File: src/rtl/melody_player.sv
// Seven-note buzzer melody player with per-note octave/duty and optional looping.
// Optional pause input is compiled in when MELODY_PLAYER_PAUSE_EN is defined.
module melody_player #(
    parameter int          NOTE_LEN = 25000000,
    parameter int          GAP_LEN  = 2500000,
    parameter int          SONG_LEN = 8,
    parameter logic [17:0] DO       = 18'd190839,
    parameter logic [17:0] RE       = 18'd170067,
    parameter logic [17:0] MI       = 18'd151514,
    parameter logic [17:0] FA       = 18'd143265,
    parameter logic [17:0] SO       = 18'd127550,
    parameter logic [17:0] LA       = 18'd113635,
    parameter logic [17:0] XI       = 18'd101214
) (
    input  logic       sys_clk,
    input  logic       sys_rst_n,
    input  logic       start,
    input  logic       stop,
    input  logic       loop_en,
    input  logic [1:0] octave,
    input  logic [1:0] duty_sel,
`ifdef MELODY_PLAYER_PAUSE_EN
    input  logic       pause,
`endif
    output logic       beep,
    output logic       busy,
    output logic       done,
    output logic [2:0] note_idx
);

    localparam int NW = $clog2(NOTE_LEN + 1);
    localparam int GW = (GAP_LEN > 0) ? $clog2(GAP_LEN + 1) : 1;
    localparam int GAP_LAST = (GAP_LEN > 0) ? GAP_LEN - 1 : 0;
    localparam logic [NW-1:0] NOTE_LAST = NW'(NOTE_LEN - 1);
    localparam logic [GW-1:0] GAP_END = GW'(GAP_LAST);
    localparam logic [2:0] LAST_IDX = 3'(SONG_LEN - 1);

    typedef enum logic [1:0] {
        IDLE,
        PLAY,
        GAP
    } state_t;

    state_t          state_q, state_d;
    logic [NW-1:0]   note_cnt_q, note_cnt_d;
    logic [GW-1:0]   gap_cnt_q, gap_cnt_d;
    logic [17:0]     freq_cnt_q, freq_cnt_d;
    logic [2:0]      idx_q, idx_d;
    logic [1:0]      oct_q, oct_d;
    logic [1:0]      duty_q, duty_d;
    logic            beep_q, beep_d;
    logic            done_q, done_d;

    logic            paused;
    logic            advance;
    logic            begin_note;
    logic [17:0]     tone;
    logic [17:0]     period;
    logic [18:0]     period_p1;
    logic [18:0]     hi;
    logic            is_rest;

`ifdef MELODY_PLAYER_PAUSE_EN
    assign paused = pause;
`else
    assign paused = 1'b0;
`endif

    // Entry 7 is a rest: zero tone, beep gated off below.
    always_comb begin
        case (idx_q)
            3'd0:    tone = DO;
            3'd1:    tone = RE;
            3'd2:    tone = MI;
            3'd3:    tone = FA;
            3'd4:    tone = SO;
            3'd5:    tone = LA;
            3'd6:    tone = XI;
            default: tone = '0;
        endcase
    end

    assign is_rest   = (idx_q == 3'd7);
    assign period    = tone >> oct_q;
    assign period_p1 = {1'b0, period} + 19'd1;
    assign hi        = period_p1 >> ({1'b0, duty_q} + 3'd1);

    always_comb begin
        state_d    = state_q;
        note_cnt_d = note_cnt_q;
        gap_cnt_d  = gap_cnt_q;
        freq_cnt_d = freq_cnt_q;
        idx_d      = idx_q;
        oct_d      = oct_q;
        duty_d     = duty_q;
        done_d     = 1'b0;
        advance    = 1'b0;
        begin_note = 1'b0;

        case (state_q)
            IDLE: begin
                if (start && !stop) begin
                    state_d    = PLAY;
                    idx_d      = 3'd0;
                    begin_note = 1'b1;
                end
            end
            PLAY: begin
                if (!stop && !paused) begin
                    if (freq_cnt_q >= period) begin
                        freq_cnt_d = '0;
                    end else begin
                        freq_cnt_d = freq_cnt_q + 18'd1;
                    end
                    if (note_cnt_q == NOTE_LAST) begin
                        note_cnt_d = '0;
                        if (GAP_LEN > 0) begin
                            state_d   = GAP;
                            gap_cnt_d = '0;
                        end else begin
                            advance = 1'b1;
                        end
                    end else begin
                        note_cnt_d = note_cnt_q + 1'b1;
                    end
                end
            end
            GAP: begin
                if (!stop && !paused) begin
                    if (gap_cnt_q == GAP_END) begin
                        gap_cnt_d = '0;
                        advance   = 1'b1;
                    end else begin
                        gap_cnt_d = gap_cnt_q + 1'b1;
                    end
                end
            end
            default: state_d = IDLE;
        endcase

        // loop_en only matters at this point, the end of the last entry.
        if (advance) begin
            if (idx_q != LAST_IDX) begin
                state_d    = PLAY;
                idx_d      = idx_q + 3'd1;
                begin_note = 1'b1;
            end else if (loop_en) begin
                state_d    = PLAY;
                idx_d      = 3'd0;
                begin_note = 1'b1;
            end else begin
                state_d    = IDLE;
                idx_d      = 3'd0;
                freq_cnt_d = '0;
                done_d     = 1'b1;
            end
        end

        if (begin_note) begin
            note_cnt_d = '0;
            freq_cnt_d = '0;
            oct_d      = octave;
            duty_d     = duty_sel;
        end

        if (stop && state_q != IDLE) begin
            state_d    = IDLE;
            idx_d      = 3'd0;
            note_cnt_d = '0;
            gap_cnt_d  = '0;
            freq_cnt_d = '0;
            done_d     = 1'b0;
        end
    end

    // Looking at state_d keeps beep low on the first gap cycle.
    assign beep_d = (state_q == PLAY) && (state_d == PLAY) && !paused
                    && !is_rest && ({1'b0, freq_cnt_q} < hi);

    always_ff @(posedge sys_clk or negedge sys_rst_n) begin
        if (!sys_rst_n) begin
            state_q    <= IDLE;
            note_cnt_q <= '0;
            gap_cnt_q  <= '0;
            freq_cnt_q <= '0;
            idx_q      <= '0;
            oct_q      <= '0;
            duty_q     <= '0;
            beep_q     <= 1'b0;
            done_q     <= 1'b0;
        end else begin
            state_q    <= state_d;
            note_cnt_q <= note_cnt_d;
            gap_cnt_q  <= gap_cnt_d;
            freq_cnt_q <= freq_cnt_d;
            idx_q      <= idx_d;
            oct_q      <= oct_d;
            duty_q     <= duty_d;
            beep_q     <= beep_d;
            done_q     <= done_d;
        end
    end

    assign beep     = beep_q;
    assign busy     = (state_q != IDLE);
    assign done     = done_q;
    assign note_idx = idx_q;

endmodule

File: config.mk
export PLATFORM = sky130hd
export DESIGN_NAME = melody_player
export DESIGN_NICKNAME = d
export VERILOG_FILES = /design/src/rtl/melody_player.sv
export SDC_FILE = /design/constraint.sdc
export NUM_CORES = 1
export LEC_CHECK = 0
export CAP_MARGIN = 20
export CORE_MARGIN = 3
export CORE_UTILIZATION = 35
export DETAILED_ROUTE_END_ITERATION = 8
export PLACE_DENSITY = 0.48
export SYNTH_ARGS = -nofsm -noshare
export SYNTH_HDL_FRONTEND = slang
export SYNTH_SLANG_ARGS = --single-unit
File: constraint.sdc
create_clock -name sys_clk -period 11.7 [get_ports sys_clk]
set_input_delay 2.34 -clock sys_clk [delete_from_list [all_inputs] [get_ports sys_clk]]
set_output_delay 2.34 -clock sys_clk [all_outputs]
set_load 0.1 [all_outputs]
==> results of run 1 <==
==> cell families after synthesis <==
logic type	share of synthesized area [%]
AO/OA/AOI/OAI	19.39
multiplexers	5.147
XOR/XNOR	6.693
AND/OR/NAND/NOR	25.66
buffers and inverters	4.560
flip-flops	29.75
adder cells (fa/ha/maj)	8.806
==> critical path, stage by stage, from the launching register on <==
cell and delay [ps]:
dfrtp_1 690, inv_1 310, ha_1 430, inv_1 180, o211ai_1 160, and3_1 190
a31o_2 120, ha_1 230, nand3_1 220, nor4b_4 400, nand4b_1 160, xnor2_1 300
mux2i_1 170, a211oi_1 280, ha_1 290, a21o_1 160, a21o_1 160, a21o_1 160
a21oi_1 140, nor2b_1 50, o21ai_0 230, o2111ai_1 150, a21oi_1 130
==> how the worst max path moves through the flow <==
stage | from | endpoint | slack [ps] | depth (start not counted)
2_1_floorplan | note_idx[0] | beep | 6800 | 23
3_3_place_gp | note_idx[2] | beep | 6590 | 22
3_5_place_dp | note_idx[0] | beep | 6360 | 22
4_1_cts | note_idx[0] | beep | 6330 | 22
5_1_grt | note_idx[0] | beep | 5720 | 22
6_report | note_idx[2] | beep | 6300 | 22
==> power by group through the flow <==
stage          registers, mW  clock network (mW)  logic (mW)
2_1_floorplan          0.280                   0       0.208
3_3_place_gp           0.292                   0       0.257
3_5_place_dp           0.292                   0       0.262
4_1_cts                0.287               0.291       0.264
5_1_grt                0.290               0.301       0.295
6_report               0.287               0.280       0.264
==> routing by layer <==
metal  track usage [%]  up-vias  part of all wire [%]  wire length, um
met3             2.951       27                   2.8              475
met2             29.77       91                    49             8203
met4             6.680        0                   3.0              504
met5                 0        -                     0                0
met1             21.97     2723                    45             7663
li1                  -     2773                     -                -
==> state kept, by name, summed over array words and instances (netlist names) <==
register / count
beep: 1
oct_q: 2
duty_q: 2
done: 1
state_q: 2
gap_cnt_q: 22
freq_cnt_q: 18
note_idx: 3
note_cnt_q: 25
==> layout by cell type (no fill, tap or decap), drive strengths merged, types with 12 or more instances in the layout <==
master / instances
xor2: 25
dfrtp: 76
o21ai: 53
ha: 45
mux2i: 19
nand2: 59
clkdlybuf4s50: 13
nor2: 81
mux2: 12
inv: 24
xnor2: 23
nand3: 36
and3: 14
a21oi: 46
nand4: 17
a21o: 16
nor3: 32
==> through the flow <==
stage          total power, mW  hold slack, ps  setup WS (ps)
2_1_floorplan           0.4887           465.3           6800
3_3_place_gp            0.5496           498.1           6591
3_5_place_dp            0.5540           502.5           6362
4_1_cts                 0.8413           509.9           6332
5_1_grt                 0.8858           547.8           5715
6_report                0.8308           505.6           6300
==> final cells by class <==
type | instances | area [um^2] | share of cell area, %
tap | 225 | 281.5 | 4.050
clock buffer | 9 | 225.2 | 3.240
clock inverter | 6 | 65.06 | 0.9359
inverter | 24 | 90.09 | 1.296
multi-input combinational | 625 | 4200 | 60.42
sequential | 76 | 1902 | 27.36
timing repair buffer | 18 | 187.7 | 2.700
==> impl_metrics.env, run 1 <==
export IMPL_drt_iter0_drc=328
export IMPL_avgRoutedWirePerCell_um=17.14
export IMPL_power_density_nw_per_um2=119.5
export IMPL_grt_setup_unrepaired="no"
export IMPL_place_congestion=0.8684
export IMPL_grt_util_all_layers_pct=17.43
export IMPL_min_period_ps=5400
export IMPL_avgSynthCellArea_um2=8.358
export IMPL_synthArstFlopShare_pct=100.0
export IMPL_dpl_instance_area_um2=6634
export IMPL_ir_worst_vdd_mv=0.07629
export IMPL_clockPowerShare_pct=33.7
export IMPL_place_hpwl_um=12310
export IMPL_hold_depth=1
export IMPL_die_width_um=141.2
export IMPL_cts_tree="built"
export IMPL_cts_setup_buffers=0
export IMPL_grt_max_degree=74
export IMPL_period_share_pct=46.16
export IMPL_cp_max_fo=28
export IMPL_cp_required_ps=11980
export IMPL_cp_start_kind="flip-flop"
export IMPL_area_growth_pct=8.728
export IMPL_switchingPower_mw=0.2920
export IMPL_ant_nets=0
export IMPL_whs_endpoint="gap_cnt_q[16]"
export IMPL_ys_flop_type="dfrtp_1"
export IMPL_overflow=0
export IMPL_ys_ff_latch=76
export IMPL_worstSetupPathType="reg2reg"
export IMPL_root_buffer="clkbuf_16"
export IMPL_tns_ps=0
export IMPL_yosysMostFrequentCell="nor2_1"
export IMPL_synth_commonest_cells="nor2_1 (81), dfrtp_1 (76), nand2_1 (59)"
export IMPL_slew_headroom_pct=34.41
export IMPL_antenna_found_initial=0
export IMPL_port_buffers=14
export IMPL_die_h_um=141.2
export IMPL_end_kind="flip-flop"
export IMPL_netlist_area_leader_share_pct=29.75
export IMPL_hp_class="reg2reg"
export IMPL_cts_resized=0
export IMPL_slew_violations=0
export IMPL_intPower_mw=0.5389
export IMPL_yosysTopAreaCell="dfrtp_1"
export IMPL_critPathArrivalTime_ps=5680
export IMPL_ys_seq_area_share_pct=29.75
export IMPL_numCtsBuffers=9
export IMPL_p_leak_nw=3.060
export IMPL_ys_warn_count=0
export IMPL_initial_utilization_pct=36.33
export IMPL_drt_wl_total_um=16850
export IMPL_drc=0
export IMPL_hold_viol=0
export IMPL_layout_nets=808
export IMPL_max_cap_violations=0
export IMPL_n_antenna_cell=0
export IMPL_h_tree_depth=3
export IMPL_postLayoutCoreUtil_pct=39.51
export IMPL_rrSetupSlack_ps=6300
export IMPL_ctsHoldBuffers=0
export IMPL_synth_cell_types=81
export IMPL_setup_violations_final=0
export IMPL_num_vias=5614
export IMPL_grt_pass1_vias=5542
export IMPL_min_from="gap_cnt_q[16]"
export IMPL_synth_edff_count=0
export IMPL_switching_share_pct=35.14
export IMPL_final_cell_area_um2=6952
export IMPL_rr_endpoint="beep"
export IMPL_drive_gt1_share_pct=7.784
export IMPL_insertion_delay_ps=350
export IMPL_cts_clk_slew_worst_paths_ps=70
export IMPL_combPwrFrac_pct=31.7
export IMPL_fmax_mhz=185.2
export IMPL_synthTopCellsByArea="dfrtp_1 (30%), ha_1 (8.8%), nor2_1 (4.8%), o21ai_0 (3.8%), nand2_1 (3.5%)"
export IMPL_dp_cells=967
export IMPL_cts_sinks=76
export IMPL_finalClockSkew_ps=12.20
export IMPL_core_area_um2=17600
export IMPL_n_fill_cell=1784
export IMPL_synth_area_um2=6394
export IMPL_post_drt_via_cell_ratio=5.711
export IMPL_power_frac_seq_pct=34.6
export IMPL_std_cell_rows=48
export IMPL_synth_cells=765
export IMPL_io_pins=15
export IMPL_dieArea_um2=19920
export IMPL_r2r_cells=22
export IMPL_clk_path_buf_depth=2
export IMPL_fin_cells=983
export IMPL_worst_pin_slew_ps=980.8
export IMPL_synth_nets=819
export IMPL_grt_pass1_wl_um=28480
export IMPL_outcome="finished clean"
export IMPL_worstReg2RegStart="note_idx[2]"
export IMPL_dr_pass1_iters=5
Note: power is estimated with default switching activity, not from simulation.
==> run 2, diff against run 1 <==
==> constraint.sdc (replaced) <==
create_clock -name sys_clk -period 5 [get_ports sys_clk]
set_input_delay 1 -clock sys_clk [delete_from_list [all_inputs] [get_ports sys_clk]]
set_output_delay 1 -clock sys_clk [all_outputs]
set_load 0.1 [all_outputs]
==> impl_metrics.env, run 2 (synthesis results as in run 1) <==
export IMPL_outcome="finished clean"
export IMPL_hold_slack_ps=506.3
export IMPL_combPwrFrac_pct=33.1
export IMPL_finalClockSkew_ps=8.737
export IMPL_switching_share_pct=35.51
export IMPL_antenna_found_initial=0
export IMPL_hp_class="reg2reg"
export IMPL_switchingPower_mw=0.6730
export IMPL_numCtsBuffers=9
export IMPL_mostFrequentLayoutCells="nor2_1 (81), dfrtp_1 (76), nand2_1 (59)"
export IMPL_dr_pass1_iters=5
export IMPL_grt_pass1_vias=5613
export IMPL_drc=0
export IMPL_cp_start_kind="flip-flop"
export IMPL_p_leak_nw=3.093
export IMPL_clockPowerShare_pct=31.7
export IMPL_slew_headroom_pct=33.96
export IMPL_setup_violations_final=0
export IMPL_final_common_cell="nor2_1"
export IMPL_avgRoutedWirePerCell_um=16.72
export IMPL_dp_cells=977
export IMPL_h_tree_depth=3
export IMPL_grt_setup_unrepaired="no"
export IMPL_insertion_delay_ps=340
export IMPL_ir_worst_vdd_mv=0.1874
export IMPL_hold_depth=1
export IMPL_post_drt_via_cell_ratio=5.698
export IMPL_power_frac_seq_pct=35.2
export IMPL_grt_max_degree=48
export IMPL_worst_pin_slew_ps=987.4
export IMPL_place_congestion=0.8211
export IMPL_drt_iter0_drc=299
export IMPL_clk_path_buf_depth=2
export IMPL_n_fill_cell=1807
export IMPL_ant_nets=0
export IMPL_reg_top3="note_cnt_q x25, gap_cnt_q x22, freq_cnt_q x18"
export IMPL_initial_utilization_pct=36.33
export IMPL_largest_reg_flops=25
export IMPL_std_cell_rows=48
export IMPL_core_area_um2=17600
export IMPL_cp_max_fo=7
export IMPL_power_density_nw_per_um2=270.3
export IMPL_hold_viol=0
export IMPL_layout_nets=818
export IMPL_grt_util_all_layers_pct=17.32
export IMPL_grt_pass1_wl_um=28290
export IMPL_tns_ps=0
export IMPL_min_period_ps=4557
export IMPL_cp_required_ps=5270
export IMPL_die_width_um=141.2
export IMPL_port_buffers=14
export IMPL_die_h_um=141.2
export IMPL_fin_cells=994
export IMPL_critPathArrivalTime_ps=4820
export IMPL_num_vias=5664
export IMPL_fmax_mhz=219.5
export IMPL_cts_clk_slew_worst_paths_ps=60
export IMPL_period_share_pct=91.14
export IMPL_cts_sinks=76
export IMPL_drive_gt1_share_pct=9.623
export IMPL_io_pins=15
export IMPL_n_antenna_cell=0
export IMPL_max_cap_violations=0
export IMPL_cts_tree="built"
export IMPL_intPower_mw=1.222
export IMPL_regMostFlops="note_cnt_q"
export IMPL_slew_violations=0
export IMPL_dieArea_um2=19920
export IMPL_root_buffer="clkbuf_16"
export IMPL_drt_wl_total_um=16620
export IMPL_worstSetupPathType="reg2reg"
export IMPL_overflow=0
export IMPL_end_kind="flip-flop"
export IMPL_area_growth_pct=9.667
export IMPL_place_hpwl_um=12370
export IMPL_r2r_cells=22
-- run 2: cell type report --
cell class	instances	area [um^2]	area share (%)
multi-input cells	625	4225	60.26
clock inverters	5	37.54	0.5353
flip-flops and latches	76	1902	27.12
well taps	225	281.5	4.015
repair buffers	28	242.7	3.462
clock buffers	11	232.7	3.319
inverters	24	90.09	1.285
-- run 2: critical path, stage by stage, from the launching register on --
cell,delay (ps)
dfrtp_1,440
inv_1,110
ha_2,260
inv_1,110
o211ai_1,210
and3_1,190
a31o_2,120
ha_2,220
nand3_2,140
nor4b_4,410
nand4b_1,210
xnor2_2,250
mux2i_1,130
a211oi_2,240
ha_1,260
a21o_1,160
a21o_1,170
a21o_1,160
a21oi_1,130
nor2b_1,60
o21ai_0,190
o2111ai_1,160
a21oi_1,140
-- run 2: per-layer routing --
metal  global-route usage (%)  up-vias  wire [um]
li1                         -     2813          -
met5                        0        -          0
met4                    5.915        0        363
met3                    2.714       25        413
met1                    22.13     2744       7722
met2                    29.75       82       8118
-- run 2: path summary, 6_finish.rpt --
check                               from             end  slack, ps
max                          note_idx[0]            beep        440
min                        gap_cnt_q[16]   gap_cnt_q[16]        510
max reg2reg                  note_idx[0]            beep        440
min reg2reg                gap_cnt_q[16]   gap_cnt_q[16]        510
max in group asynchronous      sys_rst_n   freq_cnt_q[7]       3410
min in group asynchronous      sys_rst_n  freq_cnt_q[16]        690
-- run 2: per-stage QoR --
stage	utilization, %	worst slack [ps]	power, mW	instance area [um^2]
2_1_floorplan	-	100.3	1.144	6394
3_3_place_gp	38.13	482.6	1.294	6709
3_5_place_dp	38.13	355.6	1.299	6709
4_1_cts	39.66	318.6	1.925	6979
5_1_grt	39.85	44.78	2.032	7012
6_report	39.85	443.2	1.895	7012
-- run 2: what timing repair did --
item / in CTS / in global routing
endpoints found under the setup margin: 0 / 1
resized for setup: 0 / 6
endpoints found under the hold margin: 0 / 0
buffers inserted: 0 / 1
hold buffers: 0 / 0
-- run 2: power groups by stage --
stage / combinational, mW / clock (mW) / sequential, mW
final: 0.627 / 0.602 / 0.667
after global routing: 0.701 / 0.661 / 0.670
after CTS: 0.625 / 0.634 / 0.665
after detailed placement: 0.623 / 0 / 0.677
after global placement: 0.618 / 0 / 0.676
after floorplan: 0.488 / 0 / 0.656
==> RTL edit (settings of run 2) <==
The 3 states of `state_t` get a one-hot encoding in 3 bits.
--- a/src/rtl/melody_player.sv
+++ b/src/rtl/melody_player.sv
@@ -36,8 +36,8 @@
     localparam logic [2:0] LAST_IDX = 3'(SONG_LEN - 1);
 
-    typedef enum logic [1:0] {
-        IDLE,
-        PLAY,
-        GAP
+    typedef enum logic [2:0] {
+        IDLE = 3'b001,
+        PLAY = 3'b010,
+        GAP  = 3'b100
     } state_t;
 
Function: no difference found for any inputs over 10 cycles, from zero or initial values and one cycle with sys_rst_n low; not proved beyond that.
==> RTL edit against run 2 <==
Power increased by 11%. Non-clock buffer count increased by 6. Sequential cell count increased by 1. Final area increased by 6.3%. Wire length increased by 9.6%. Critical endpoint unchanged. Synthesized area increased by 5.6%. Setup slack improved by 0.019 ns. Largest power group is now combinational logic. Global-route usage increased by 0.57 points.
==> RTL edit: results (changes against run 2) <==
| Metric | Value |
|---|---|
| Most common library cells after synthesis | `nor2_1 (80), dfrtp_1 (76), nand2_1 (72), o21ai_0 (68), ha_1 (45)` |
| Number of DRC markers in iteration 0 | `501 (+68%)` |
| CTS max path bufs | `2 (unchanged)` |
| Metal2 WL | `8.66 mm (+6.6%)` |
| Total track usage | `0.179 (+0.00566)` |
| Wire per inst | `16.8 microns (+0.29%)` |
| Crit-path max FO | `5 (-2)` |
| Area share of buffers outside the clock network | `0.0386 (+0.00400)` |
| Non-Clock Buffer Count | `34 (+21%)` |
| Global-route met2 utilization | `0.292 (-0.00523)` |
| Slowest CP cell | `or4_1` |
| Cell Area, Placed | `0.00713 sq mm (+6.3%)` |
| Worst-Margin Slew | `1.01 ns (+0.0199 ns)` |
| Layout clock buffers | `10 (-1)` |
| Setup WS pre-CTS | `0.351 ns (-0.00491 ns)` |
| Non-CTS inverters | `25 (+4.2%)` |
| Fillers | `1923 (+6.4%)` |
| Gp weighted congestion | `0.858 (+4.5%)` |
| Area Growth Syn to Fin | `10.4%` |
| Seq. pwr | `0.681 mW (+2%)` |
| Synth unique cells | `86 (+6.2%)` |
| Multi-input gates | `674 (+7.8%)` |
| Routed wire length | `18.2 mm (+9.6%)` |
| Synth Area in Compound Gates | `0.238 (+0.0443)` |
| Detailed Place HPWL | `13.3 mm (+7.7%)` |
| Met3 Wirelength | `648 microns (+57%)` |
| Final clock-cell share | `0.0413 (+0.00277)` |
| Net Count, Synth | `872 (+6.5%)` |
| Peak VDD IR | `0.206 mV (+9.9%)` |
| Mux share of post-synthesis cell area | `0.0517 (+0.000247)` |
| XOR/XNOR Fraction of Synth Area | `0.0335 (-0.0334)` |
| First-pass GRT wire length | `30.5 mm (+7.7%)` |
| Internal power | `1.33 mW (+9.1%)` |
| Outcome | `finished, final reports clean` |
| Met1 Use GR | `0.244 (+0.0229)` |
| Fraction of area in registers | `0.259 (-0.0123)` |
| Multi-input combinational area share | `0.605 (+0.00226)` |
| Clk_skew | `0.0121 ns (+0.00331 ns)` |
| Clock Sinks | `77 (+1.3%)` |
| Combinational Power | `0.738 mW (+18%)` |
| Largest stage delay, worst path | `0.58 ns (+0.14 ns)` |
| Area of the multi-input gates | `0.00451 sq mm (+6.7%)` |
| Final core utilization | `0.396 (-0.00278)` |
| Top layer reached by signal wires | `met4` |
| DRT met1 WL | `8.67 mm (+12%)` |
| Leakage | `3.34 nW (+8.2%)` |
| Synthesized area per cell | `8.25 sq um (-1.3%)` |
| Post-Synth Adder-Cell Area | `0.0834 (-0.00465)` |
| DR pass1 iterations | `4 (-1)` |
| Register area share after synthesis | `0.286 (-0.0118)` |
| Vias per cell | `5.64 (-1.0%)` |
| Placed insts | `1070 (+9.5%)` |
| Number of nets in the layout | `875 (+7.0%)` |
| Layout cells sized above 1 | `0.0860 (-0.0103)` |
==> RTL edit: cell types whose count changed in the layout (fill, tap and decap cells not counted), moves of 13 or more <==
| cell | change |
|---|---|
| nand2_1 | +13 |
| xor2_1 | -15 |
| a22o_1 | +16 |
| o21ai_0 | +18 |
| nor3_1 | -13 |
| o31ai_1 | +14 |
==> RTL edit: path summary, 6_finish.rpt <==
check / slack [ns] / start / to / depth (start not counted)
worst max-delay path: 0.46 / note_idx[0] / beep / 20
worst min-delay path: 0.48 / note_cnt_q[14] / note_cnt_q[14] / 1
worst max register to register: 0.46 / note_idx[0] / beep / 20
worst min register to register: 0.48 / note_cnt_q[14] / note_cnt_q[14] / 1
max in group asynchronous: 3.43 / sys_rst_n / state_q[0] / 2
min in group asynchronous: 0.66 / sys_rst_n / freq_cnt_q[13] / 1
==> RTL edit: what timing repair did <==
action / in CTS / in global routing
hold buffers: 0 / 0
endpoints found under the setup margin: 0 / 1
resized for setup: 0 / 5
